**src/rtl/fp_cvt_arbiter.sv**
```systemverilog
// fp_cvt_arbiter: round-robin sharing of one fixed-latency FP64->FP96 converter among NREQ requesters
module fp_cvt_arbiter #(
   parameter int NREQ = 4,
   parameter int LAT  = 2
) (
   input  logic                        clk,
   input  logic                        rst_n,
   input  logic [NREQ-1:0]             req_valid,
   input  logic [64*NREQ-1:0]          req_data,
   output logic [NREQ-1:0]             req_ready,
   output logic                        cvt_vld,
   output logic [63:0]                 cvt_i,
   input  logic [95:0]                 cvt_o,
   output logic [NREQ-1:0]             resp_valid,
   output logic [96*NREQ-1:0]          resp_data,
   input  logic [NREQ-1:0]             resp_ready,
   output logic [$clog2(NREQ+1)-1:0]   inflight,
   output logic                        idle
);
   localparam int IW = (NREQ > 1) ? $clog2(NREQ) : 1;
   localparam int CW = $clog2(NREQ + 1);
   logic [IW-1:0] rr_q, rr_d, win;
   logic [IW:0] j;
   logic found;
   logic [NREQ-1:0] busy_q, busy_d, res_vld_q, res_vld_d, elig, cap_oh, rel;
   logic [NREQ-1:0][95:0] res_q, res_d;
   logic [LAT-1:0] tv_q, tv_d;
   logic [LAT-1:0][IW-1:0] ti_q, ti_d;
   always_comb begin
      elig = req_valid & ~busy_q;
      found = 1'b0;
      win = '0;
      j = '0;
      for (int i = NREQ - 1; i >= 0; i--) begin
         j = {1'b0, rr_q} + (IW+1)'(i);
         j = (j >= (IW+1)'(NREQ)) ? j - (IW+1)'(NREQ) : j;
         if (elig[j[IW-1:0]]) begin
            found = 1'b1;
            win = j[IW-1:0];
         end
      end
      req_ready = found ? (NREQ'(1) << win) : '0;
      cvt_vld = found;
      cvt_i = req_data[64*win +: 64];
      rr_d = found ? ((win == IW'(NREQ - 1)) ? '0 : win + IW'(1)) : rr_q;
      tv_d[0] = found;
      ti_d[0] = win;
      for (int i = 1; i < LAT; i++) begin
         tv_d[i] = tv_q[i-1];
         ti_d[i] = ti_q[i-1];
      end
      cap_oh = tv_q[LAT-1] ? (NREQ'(1) << ti_q[LAT-1]) : '0;
      rel = res_vld_q & resp_ready & ~cap_oh;
      busy_d = (busy_q & ~rel) | req_ready;
      res_vld_d = (res_vld_q & ~rel) | cap_oh;
      res_d = res_q;
      if (tv_q[LAT-1]) res_d[ti_q[LAT-1]] = cvt_o;
      inflight = '0;
      for (int k = 0; k < NREQ; k++) inflight = inflight + CW'(busy_q[k]);
      idle = ~|busy_q;
      resp_valid = res_vld_q;
      resp_data = res_q;
   end
   always_ff @(posedge clk or negedge rst_n) begin
      if (!rst_n) begin
         rr_q <= '0;
         busy_q <= '0;
         res_vld_q <= '0;
         res_q <= '0;
         tv_q <= '0;
         ti_q <= '0;
      end else begin
         rr_q <= rr_d;
         busy_q <= busy_d;
         res_vld_q <= res_vld_d;
         res_q <= res_d;
         tv_q <= tv_d;
         ti_q <= ti_d;
      end
   end
   always_ff @(posedge clk) begin
      if (rst_n) assert (!(|(cap_oh & res_vld_q & resp_ready)));
   end
endmodule

```
**config.mk**
```make
export PLATFORM = sky130hd
export DESIGN_NAME = fp_cvt_arbiter
export DESIGN_NICKNAME = d
export VERILOG_FILES = /design/src/rtl/fp_cvt_arbiter.sv
export SDC_FILE = /design/constraint.sdc
export NUM_CORES = 1
export LEC_CHECK = 0
export BUFFER_PORTS_ARGS = -buffer_cell sky130_fd_sc_hd__buf_2
export CAP_MARGIN = 20
export CORE_AREA = 10 10 309 311
export DETAILED_ROUTE_END_ITERATION = 6
export DIE_AREA = 0 0 319 321
export PLACE_DENSITY_LB_ADDON = 0.05
export SKIP_LAST_GASP = 1
export SYNTH_ARGS = -nofsm -noshare
export SYNTH_HDL_FRONTEND = slang
export SYNTH_SLANG_ARGS = --single-unit
```
**constraint.sdc**
```tcl
create_clock -name clk -period 2.6 [get_ports clk]
set_input_delay 0.26 -clock clk [delete_from_list [all_inputs] [get_ports clk]]
set_output_delay 0.26 -clock clk [all_outputs]
set_load 0.02 [all_outputs]
```
[Word-level counts from Yosys, hierarchy flattened]
Cells that the tools add are included.
Cells by class
  add/subtract/negate cells: 11
  order comparisons: 10
  eq/ne operators: 1
  shift-type cells: 3
  mux-type cells: 26
  bitwise operators: 10
  reductions and logical operators: 3
Operator list (number)
  bitwise mux 384 bit: 1
  indexed part select 256 x 9 -> 64 bit: 1
  demux 96 bit (select 2 bit): 1
  two-way mux 96 bit: 1
  AND 4 bit: 5
  two-way mux 2 bit: 9
  < comparator 2 x 3 -> 1 bit (second input constant): 5
  NOT 4 bit: 3
  >= comparator 3 bit (second input constant): 3
  binary-select mux 1 bit (select 2 bit): 4
  two-way mux 1 bit: 8
  two-way mux 4 bit: 2
  OR 4 bit: 2
  left shift 1 x 2 -> 4 bit (first input constant): 2
  subtractor 2 x 1 -> 2 bit (second input constant): 4
  adder 2 x 2 -> 3 bit (second input constant): 2
  OR reduction 4 bit: 1
  adder 2 x 1 -> 3 bit: 1
  adder 2 x 1 -> 3 bit (second input constant): 1
  adder 3 x 1 -> 3 bit: 1
  >= comparator 2 x 3 -> 1 bit (second input constant): 1
  adder 1 x 1 -> 2 bit: 1
  adder 2 x 1 -> 2 bit (second input constant): 1
  == test 2 bit (second input constant): 1
  other kinds (3): 3
Storage, ports and cells
  register bits: 400
  input port bits: 362
  output and inout bits: 461
  word-level logic and storage cells: 74

[Logic depth before layout (Yosys ltp)]
  depth after elaboration: 12
  mapped depth: 9
  gate-level depth less buffers: 7

[Worst setup path after synthesis]
OpenSTA, ideal clock, no wires.
  path kind: reg2reg
  start: reg busy_q[2]
  end: reg busy_q[3]
  library setup time: 118 ps
  arrival time: 2000 ps
  data required time: 2482 ps
  setup slack: 482 ps
  stages on the path, launching flop included: 9
  period minus slack after synthesis: 2118 ps
  cells stage by stage: dfrtp_1 > nand2b_4 > o311ai_1 > buf_4 > buf_2 > inv_1 > ha_1 > and2_1 > a21o_1
On the way
  longest elaborated chain between the ends: 11
  elaborated cells on any way between the ends: 21
  classes of those cells: shift: 1; mux: 17; bitwise: 3
Ends and longest elaborated chain
  start: declaration: line 25  | logic [NREQ-1:0] busy_q, busy_d, res_vld_q, res_vld_d, elig, cap_oh, rel;
  start signal: assignment: line 74  | busy_q <= busy_d;
  NOT 4 bit (*): line 30  | elig = req_valid & ~busy_q;
  AND 4 bit (*): line 30
  binary-select mux 1 bit (select 2 bit): line 37  | if (elig[j[IW-1:0]]) begin
  two-way mux 1 bit (implied by the code): line 37
  two-way mux 2 bit (4 in a row): line 37
  left shift 1 x 2 -> 4 bit: line 42  | req_ready = found ? (NREQ'(1) << win) : '0;
  two-way mux 4 bit (*): line 42
  named net req_ready[3]: line 10  | output logic [NREQ-1:0] req_ready,
  OR 4 bit (*): line 54  | busy_d = (busy_q & ~rel) | req_ready;
  named net busy_d[3]: line 25
Mark *: on every way through the listed nets, which the timed path passes. The rest lies on a longest branch. The select of a mux whose other input is x is not followed.
A chain may end at the register's enable or synchronous reset.

[Final worst setup path]
  start: reg rr_q[0]
  end: out cvt_i[30]
On the way
  longest elaborated chain between the ends: 10
  elaborated cells on any way between the ends: 28
  classes of those cells: add/sub: 7; order compare: 4; shift: 1; mux: 16
Ends and longest elaborated chain
  start: declaration: line 22  | logic [IW-1:0] rr_q, rr_d, win;
  start signal: assignment: line 73  | rr_q <= rr_d;
  adder 2 x 2 -> 3 bit: line 35  | j = {1'b0, rr_q} + (IW+1)'(i);
  >= comparator 3 bit or subtractor 2 x 1 -> 2 bit (tied branches): line 36  | j = (j >= (IW+1)'(NREQ)) ? j - (IW+1)'(NREQ) : j;
  two-way mux 2 bit: line 36
  binary-select mux 1 bit (select 2 bit): line 37
  two-way mux 1 bit (implied by the code): line 37
  two-way mux 2 bit (3 in a row): line 37
  two-way mux 2 bit (*): line 37
  indexed part select 256 x 9 -> 64 bit (*): line 44  | cvt_i = req_data[64*win +: 64];
  end: declaration: line 12  | output logic [63:0] cvt_i,
Mark *: on every way between the ends. The rest lies on a longest branch, timed or not. The select of a mux whose other input is x is not followed.

==> metrics.yaml <==
synth_edf_count: 0
dieArea_um2: 102000
setup_tns_ns: -14.00
fillCellCount: 9419
area_delta_synth_final_pct: 56.9
fin_crit_sh: 1.10
drc: 0
die_h_um: 321
htree_levels: 2
grt_pass1_wl_um: 117000
finalMaxSlewViolations: 0
tightest_slew_ns: 0.610
die_w_um: 319
arrival_ns: 2.61
clock_latency_ns: 0.59
syn-mean-instance-area_um2: 13.3
core_area_um2: 89300
fin_ws_ns: -0.269
rsz0062_at_grt: "yes"
final_common_cell: "buf_2"
synth_seq_cells: 400
clk_pin_slew_ns: 0.05
seq_area_frac_synth: 0.596
rows: 110
syn_inst: 1259
fin_crit_ns: 2.87
final_cells: 3438
cts_buffers: 49
drtPass1Iterations: 4
gp_congestion: 0.891
viasPerCell: 4.18
synth_cell_types: 33
vdd_drop_max_uv: 771
synth.area.top_cells: "dfrtp_1, mux2_2, nand2_1"
status: "finished with violations"
hp-class: "in -> reg"
start_kind: "flip-flop"
drtIter0Drc: 587
ant_nets: 0
synth_top_area_cell: "dfrtp_1"
io_pins: 823
drive_gt1_frac: 0.634
worstPathMaxFanout: 7
whs_ns: 0.113
synth-async-reset-ratio: 1.00
start_util: 0.188
final_cell_mix: "buf_2, dfrtp_1, mux2_2"
violations: "negative setup slack"
powerDensity_nw_per_um2: 1590
dp.cells: 3223
cts_tree: "yes"
grt_use_total: 0.155
post-synth-top-area-fraction: 0.596
hpwl_um: 64700
cts_root_buffer: "clkbuf_16"
grt_pass1_vias: 15500
nets: 2592
ys.flop_type: "dfrtp_1"
syn_nets: 1627
p_leak_nw: 12.3
drv_cap: 0
overflow: 0
dr_total_vias: 14400
yosys_warnings: 0
wl_um: 84300
slew_headroom: 0.593
fin_worst_skew_ns: 0.0269
syn-cell-area_um2: 16800
cp.required_ns: 2.34
hold_viol: 0
final-setup-viol-count: 66
cts.sinks: 400
io_buffers: 822
cts_buffer_depth: 3
grt_max_degree: 67
max_freq_mhz: 349
critPathCaptureType: "output pin"
wl_per_cell_um: 24.5
critPathKind: "reg -> out"
antenna_found_initial: 22
Yosys cell counts, types with 2 or more instances:
library cell,instances
o21ai_0,6
inv_1,14
o311ai_1,2
a21oi_1,69
nand2_1,197
nor3b_1,2
buf_2,39
a21o_1,4
a32oi_1,64
nor2b_1,2
nand3_1,4
mux2_2,384
nand3b_1,2
ha_1,5
nor2_1,4
buf_4,12
clkbuf_1,32
and2_1,2
dfrtp_1,400
nand2b_1,2
report_power, final:
part | switching [mW] | internal (mW)
Sequential | 1.59 | 9.51
Clock | 2.73 | 3.85
Combinational | 14.2 | 9.98
worst paths after layout:
path                         startpoint             end  slack [ns]  depth (start not counted)
max in group asynchronous         rst_n  resp_data[170]        1.42                          4
hold reg to reg                 tv_q[0]         tv_q[1]        0.35                          0
setup reg to reg              busy_q[0]       busy_q[3]        0.65                          9
min in group asynchronous         rst_n  resp_data[107]        0.24                          2
hold / removal             req_valid[0]       busy_q[0]        0.11                          3
setup / recovery                rr_q[0]       cvt_i[30]       -0.27                         10
metal layers:
metal  share of wire  vias to the layer above  track usage  wire length, um
li1                -                     6430            -                -
met1            0.36                     7244        0.162            30600
met2            0.54                      541        0.296            45600
met3           0.061                      154       0.0394             5160
met4           0.034                       18       0.0522             2870
met5          0.0012                        -            0              102
critical path, cell delays in order (launching register included):
cell and delay [ns]:
dfrtp_2 0.43, or3b_4 0.41, o311ai_4 0.09, buf_6 0.15, nand2_8 0.07, inv_12 0.12, buf_16 0.15, clkbuf_16 0.15
nand2_2 0.04, a32oi_1 0.22, buf_4 0.19
flip-flops by register name, indices dropped and copies added (netlist names):
| name | flops |
|---|---|
| busy_q | 4 |
| rr_q | 2 |
| ti_q | 2 |
| resp_valid | 4 |
| ti_d | 2 |
| resp_data | 384 |
| tv_q | 2 |
metrics by stage:
step	worst slack, ns	total power [mW]	instance area [um^2]	utilization
final	-0.269	41.9	26300	0.295
after global routing	-0.380	44.3	26300	0.295
after CTS	-0.307	41.8	25800	0.289
after detailed placement	0.0826	33.5	22700	0.254
after global placement	0.0927	33.4	22700	0.254
after floorplan	0.482	24.0	16800	-
layout make-up:
cell class,instances,area (um^2),share of cell area
Clock inverter,11,86.3,0.00328
Inverter,15,68.8,0.00261
Timing Repair Buffer,999,6530,0.248
Multi-Input combinational cell,759,6700,0.255
Sequential cell,400,10000,0.380
Clock buffer,73,1460,0.0553
Antenna cell,5,12.5,0.000475
Tap cell,1176,1470,0.0559
cell families (layout without fill, tap and decap cells):
logic type	count (synthesis)	in the layout	share of synthesized area
muxes	384	384	0.258
adders and majority gates	6	6	0.00492
buffers and inverters	100	1098	0.0284
AOI/OAI and AO/OA	148	148	0.0596
other	0	5	0
DFF	400	400	0.596
and+or+nand+nor	221	221	0.0532
repair_timing:
item	in CTS	in global routing
hold endpoints to repair	431	0
resized for setup	104	74
buffers inserted	10	2
hold buffers	100	0
pin swaps	22	47
endpoints found under the setup margin	66	67
gates cloned	5	10
Power figures use the tool's default switching activity.
